**config.mk**
```make
export PLATFORM = sky130hd
export DESIGN_NAME = int_ctrl
export DESIGN_NICKNAME = d
export VERILOG_FILES = /design/src/rtl/int_ctrl.sv
export SDC_FILE = /design/constraint.sdc
export NUM_CORES = 1
export LEC_CHECK = 0
export CORE_MARGIN = 1
export CORE_UTILIZATION = 50
export CTS_CLUSTER_SIZE = 10
export DETAILED_ROUTE_END_ITERATION = 6
export MAX_ROUTING_LAYER = met4
export PLACE_DENSITY = 0.92
export SKIP_CTS_REPAIR_TIMING = 1
export SYNTH_ARGS = -nofsm -noshare
export SYNTH_HDL_FRONTEND = slang
export SYNTH_SLANG_ARGS = --single-unit
export TNS_END_PERCENT = 20
```
**constraint.sdc**
```tcl
create_clock -name clk -period 3.2 [get_ports clk]
set_input_delay 0.96 -clock clk [delete_from_list [all_inputs] [get_ports clk]]
set_output_delay 0.96 -clock clk [all_outputs]
set_load 0.005 [all_outputs]
```
**src/rtl/int_ctrl.sv**
```systemverilog
// int_ctrl: interrupt controller feeding the CPU control unit.
// Synchronises IRQ lines, latches rising edges as pending, applies a mask,
// picks the lowest-index enabled request and tracks one in-service interrupt.
// Optional build macro: INT_CTRL_LEVEL_EN (level-sensitive lines, no pending
// latch, no edge detectors).
module int_ctrl #(
  parameter int                NIRQ            = 4,
  parameter int                VEC_W           = 10,
  parameter logic [VEC_W-1:0]  VEC_BASE        = 10'h3C0,
  parameter int                VEC_STRIDE_LOG2 = 2
) (
  input  logic              clk,
  input  logic              reset,
  input  logic [NIRQ-1:0]   irq,
  input  logic              mask_we,
  input  logic [NIRQ-1:0]   mask_d,
  output logic [NIRQ-1:0]   mask_q,
  output logic              int_req,
  output logic [VEC_W-1:0]  int_vec,
  input  logic              int_ack,
  input  logic              int_ret,
  output logic [NIRQ-1:0]   pending,
  output logic [NIRQ-1:0]   in_service
);

  typedef enum logic [1:0] {IDLE, REQ, SERVICE} state_t;

  state_t            state;
  logic [NIRQ-1:0]   sync1;
  logic [NIRQ-1:0]   sync2;
  logic [NIRQ-1:0]   mask_r;
  logic [NIRQ-1:0]   sel;
  logic [NIRQ-1:0]   in_svc;
  logic [NIRQ-1:0]   pend_view;
  logic [NIRQ-1:0]   cand;
  logic [NIRQ-1:0]   lowest;
  logic [VEC_W-1:0]  idx_ext;
  logic [VEC_W-1:0]  vec_next;
  logic [VEC_W-1:0]  vec_r;
  logic              req_r;

  // Two-flop synchroniser on every IRQ line.
  always_ff @(posedge clk or negedge reset) begin
    if (!reset) begin
      sync1 <= '0;
      sync2 <= '0;
    end else begin
      sync1 <= irq;
      sync2 <= sync1;
    end
  end

`ifdef INT_CTRL_LEVEL_EN
  // Level mode: the synchronised line itself is the request.
  assign pend_view = sync2;
`else
  logic [NIRQ-1:0] prev;
  logic [NIRQ-1:0] pend_r;
  logic [NIRQ-1:0] edge_det;
  logic [NIRQ-1:0] clr;

  assign edge_det = sync2 & ~prev;
  assign clr      = (state == REQ && int_ack) ? sel : '0;

  // Edge latch: a new edge in the ack cycle wins over the clear.
  always_ff @(posedge clk or negedge reset) begin
    if (!reset) begin
      prev   <= '0;
      pend_r <= '0;
    end else begin
      prev   <= sync2;
      pend_r <= (pend_r & ~clr) | edge_det;
    end
  end

  assign pend_view = pend_r;
`endif

  // Mask register; everything enabled out of reset.
  always_ff @(posedge clk or negedge reset) begin
    if (!reset) begin
      mask_r <= '1;
    end else if (mask_we) begin
      mask_r <= mask_d;
    end
  end

  assign cand   = pend_view & mask_r;
  assign lowest = cand & (~cand + NIRQ'(1));

  // Encode the one-hot winner and form its handler address.
  always_comb begin
    idx_ext = '0;
    for (int i = 0; i < NIRQ; i++) begin
      if (lowest[i]) idx_ext = VEC_W'(i);
    end
    vec_next = VEC_BASE + (idx_ext << VEC_STRIDE_LOG2);
  end

  // Control FSM: selection is latched on entry to REQ and frozen until ack.
  always_ff @(posedge clk or negedge reset) begin
    if (!reset) begin
      state  <= IDLE;
      sel    <= '0;
      in_svc <= '0;
      vec_r  <= '0;
      req_r  <= 1'b0;
    end else begin
      case (state)
        IDLE: begin
          if (|cand) begin
            sel   <= lowest;
            vec_r <= vec_next;
            req_r <= 1'b1;
            state <= REQ;
          end
        end
        REQ: begin
          if (int_ack) begin
            in_svc <= sel;
            vec_r  <= '0;
            req_r  <= 1'b0;
            state  <= SERVICE;
          end
        end
        SERVICE: begin
          if (int_ret) begin
            in_svc <= '0;
            sel    <= '0;
            state  <= IDLE;
          end
        end
        default: begin
          state <= IDLE;
          req_r <= 1'b0;
        end
      endcase
    end
  end

  assign mask_q     = mask_r;
  assign int_req    = req_r;
  assign int_vec    = vec_r;
  assign pending    = pend_view;
  assign in_service = in_svc;

endmodule
```
# After elaboration in Yosys (flattened, before gate mapping)

Cells that the tools add are included.

Bits in registers: 41
Latch bits: 0
Bits in writable memories: 0
ROM bits: 0
Bits of input ports: 13
Logic and storage cells: 56
Memories kept: 0

$add $sub $neg: 2
$mul: 0
Div/mod/pow operators: 0
Order comparisons: 0
Equal/unequal tests: 5
Shifts and indexed selects: 0
Multiplexer cells: 19
Bitwise operators: 9
Reduce and logical (&&, ||, !) cells: 11

Operator list:

| kind                                          | number |
|---|---|
| two-way mux 10 bit                            | 2 |
| case mux 10 bit (2 select lines)              | 1 |
| bitwise AND 4 bit                             | 4 |
| two-way mux 4 bit                             | 4 |
| case mux 4 bit (2 select lines)               | 2 |
| AND reduction 3 bit                           | 5 |
| inverter 4 bit                                | 3 |
| two-way mux 2 bit                             | 5 |
| adder 7 x 5 -> 8 bit, first input constant    | 1 |
| != test 2 bit, second input constant          | 3 |
| case mux 2 bit (3 select lines)               | 1 |
| nonzero test 2 bit                            | 3 |
| adder 4 x 1 -> 4 bit, second input constant   | 1 |
| OR 4 bit                                      | 1 |
| OR reduction 4 bit                            | 1 |
| two-way mux 1 bit                             | 3 |
| case mux 1 bit (3 select lines)               | 1 |
| == test 2 x 1 -> 1 bit, second input constant | 1 |
| == test 2 bit, second input constant          | 1 |
| zero test 2 bit                               | 1 |
| logical AND 1 bit                             | 1 |
| inverter 1 bit                                | 1 |

# Longest topological paths before layout

Word-level depth: 10
Depth in mapped cells: 4
Depth with buffers taken out: 3

# Worst setup path before layout

OpenSTA, ideal clock, no wires.

Path kind: in2reg
From: input port int_ack
To: register in_svc[0], in the netlist in_service[0]
Library setup time: 104 ps
Data arrival time: 1,466 ps
Slack: 1,631 ps
Cell stages on the path: 3
Buffers on the path: 1
Cells stage by stage: and2_1 > buf_2 > a221oi_1

Word-level cells in the longest chain between the ends: 2

RTL lines:

| what                                 | RTL line | source |
|---|---|---|
| start, declared                      | 20       | `input logic int_ack,` |
| != test 2 bit (no source line)       | -        |  |
| AND reduction 3 bit (no source line) | -        |  |
| end signal, assigned                 | 120      | `in_svc <= sel;` |
| end, declared                        | 33       | `logic [NIRQ-1:0] in_svc;` |

No other way between the ends.
A chain may end at the register's enable or synchronous reset.

# Worst setup path after layout

From: register mask_r[0], in the netlist mask_q[0]
To: output port mask_q[0]

RTL lines:

| what                   | RTL line | source |
|---|---|---|
| start, declared        | 31       | `logic [NIRQ-1:0] mask_r;` |
| start signal, assigned | 84       | `mask_r <= mask_d;` |
| end, declared          | 17       | `output logic [NIRQ-1:0] mask_q,` |

No word-level cell between the ends.

==> impl_metrics.ini <==
[outcome]
outcome = completed

[detailed_routing]
ant_nets = 0
firstDrtPassIters = 4
vias = 965
drc = 0
routed_wirelength_mm = 2.53
routedWlPerCell_um = 14.2
avgViaCountPerCell = 5.39
drt_iter0_markers = 12

[clocking]
cts_made_buffers = 5
cts_buffer_depth = 2
clock_sinks = 34
clk_latency_ns = 0.33
htreeDepth = 2
cts-root-buf = clkbuf_4
cts.clk_slew.worst_paths_ns = 0.11
cts_tree = done

[placed_design]
hpwl_mm = 1.80
gp_congestion = 0.820
io_buffers = 31
dpl_cell_area_um2 = 1670

[pwr]
power.density_nw_per_um2 = 839
p_int_mw = 0.990
seq_power_share_pct = 46.9
switching_power_mw = 0.474
switching_share_pct = 32.4
power_frac_comb_pct = 32.4
vdd_drop_max_v = 0.000614
leakagePower_nw = 0.768
p_clk_share_pct = 20.8

[sta]
hold_viol = 0
report.final.slew_viol_count = 0
rsz0062_at_grt = no
clock_skew_ns = 0.0114
max_freq_ghz = 0.415
setup_viol = 0
tightest_slew_ns = 0.602
relSlewSlack_pct = 59.8
period_needed_ns = 2.41
fin_tns_setup_ns = 0
fin_crit_sh_pct = 75.4
timing.hold.ws_ns = 0.360

[critical_path]
worstSetupPathType = flop to primary output
worstPathRequired_ns = 2.24
path_cells = clkdlybuf4s50_1
path_buf_inv = 1
crit_family = flip-flops
cp_slowest_cell = dfstp_2
worstSetupStartpointType = flop
endpoint_kind = primary output
cp_max_fo = 4
slowest_delay_ns = 0.60
worstPathArrival_ns = 1.45

[logic_synthesis]
async_flop_share_pct = 100
ys.warnings.count = 0
yosys.area.top_type_share_pct = 54.4
synthFlopType = dfrtp_1
synthMostInstantiatedCell = dfrtp_1
yosysUniqueCellTypes = 33
synth.yosys.seq_area_share_pct = 62.0
synth_edf_count = 0
synth_top_cell_by_area = dfrtp_1
synth_common_cells = 30 x dfrtp_1, 13 x nand2_1, 11 x inv_1, 7 x buf_4, 6 x nor2_1
synth.avg_cell_area_um2 = 11.8
syn_inst = 117
ys_seq_elements = 34
ys_top_cells_by_area = dfrtp_1 54%, dfstp_2 7.6%, buf_4 3.8%
synth_area_um2 = 1380

[floorplanning]
rows = 18
core_area_um2 = 2540
die_w_um = 54.5
dieArea_um2 = 2970
ios = 36
die_h_um = 54.5
initial_utilization_pct = 54.2

[final_layout]
diodes = 0
syn_to_final_growth_pct = 26.6
fin_nets = 161
utilization_pct = 68.6
drive_gt1_share_pct = 12.8
final_area_um2 = 1750

[grt]
grt_pass1_vias = 936
grt_pass1_wl_mm = 4.28
grt.overflow.total = 0
antenna_found_initial = 0
grt_use_total_pct = 21.8
grt_max_degree = 35

[run]
cap_violations = 0

[worst_hold_path]
hp-class = flop to flop
==> worst paths after layout <==
| kind | from | endpoint | slack [ns] | cells after the start |
|---|---|---|---|---|
| max | mask_q[0] | mask_q[0] | 0.79 | 1 |
| min reg2reg | sync1[0] | sync2[0] | 0.36 | 0 |
| max in group asynchronous | reset | mask_q[2] | 1.85 | 2 |
| max reg2reg | state[1] | int_req | 1.56 | 3 |
| min in group asynchronous | reset | pending[3] | 1.01 | 2 |
| min | sync1[0] | sync2[0] | 0.36 | 0 |
==> state kept, by name (all words and copies together) (netlist names) <==
signal and count:
in_service 4, int_req 1, int_vec 3, mask_q 4, pending 4, prev 4, sel 4, state 2
sync1 4, sync2 4
==> layer usage <==
metal  share of wire (%)  GRT usage, %  routed length [um]
met5                   0             -                   0
met4                0.95          8.97                  24
met3                 4.3          5.00                 108
met2                  46          31.7                1170
met1                  49          29.5                1230
==> layout by cell type (no fill, tap or decap), types with 2 or more instances in the layout <==
master,count
o32ai_1,2
clkdlybuf4s50_1,31
conb_1,4
a22o_1,4
clkinv_2,2
dfstp_2,4
inv_1,11
nand2_1,13
dfrtp_1,30
a221oi_1,4
o21ai_0,2
clkbuf_4,5
a21oi_1,2
nor2_1,6
a41oi_1,2
mux2_2,4
o21ai_1,2
a22oi_1,2
o22ai_1,4
==> logic make-up after synthesis <==
group	synth area share, %
and+or+nand+nor	8.89
buffers and inverters	8.61
DFF	62.0
muxes	3.26
AOI/OAI and AO/OA	17.0
other	0.272
==> power by group through the flow <==
stage | Sequential, mW | Combinational, mW | Clock, mW
4_1_cts | 0.685 | 0.481 | 0.311
3_3_place_gp | 0.684 | 0.465 | 0
5_1_grt | 0.708 | 0.536 | 0.325
6_report | 0.686 | 0.475 | 0.304
2_1_floorplan | 0.634 | 0.320 | 0
3_5_place_dp | 0.691 | 0.479 | 0
==> stage by stage <==
step | cells | power [mW] | setup slack [ns]
after floorplan | 120 | 0.954 | 1.63
after CTS | 179 | 1.48 | 0.775
after global routing | 179 | 1.57 | 0.744
final | 179 | 1.46 | 0.788
after global placement | 171 | 1.15 | 1.02
after detailed placement | 171 | 1.17 | 0.999
==> cell type report <==
cell class	instances	area, um2
sequential	34	856
fill	189	798
clock buffer	5	37.5
timing repair buffer	32	318
clock inverter	3	40.0
inverter	11	41.3
tap	30	37.5
multi-input combinational	64	417
No activity file was read; power rests on OpenSTA's default activity.
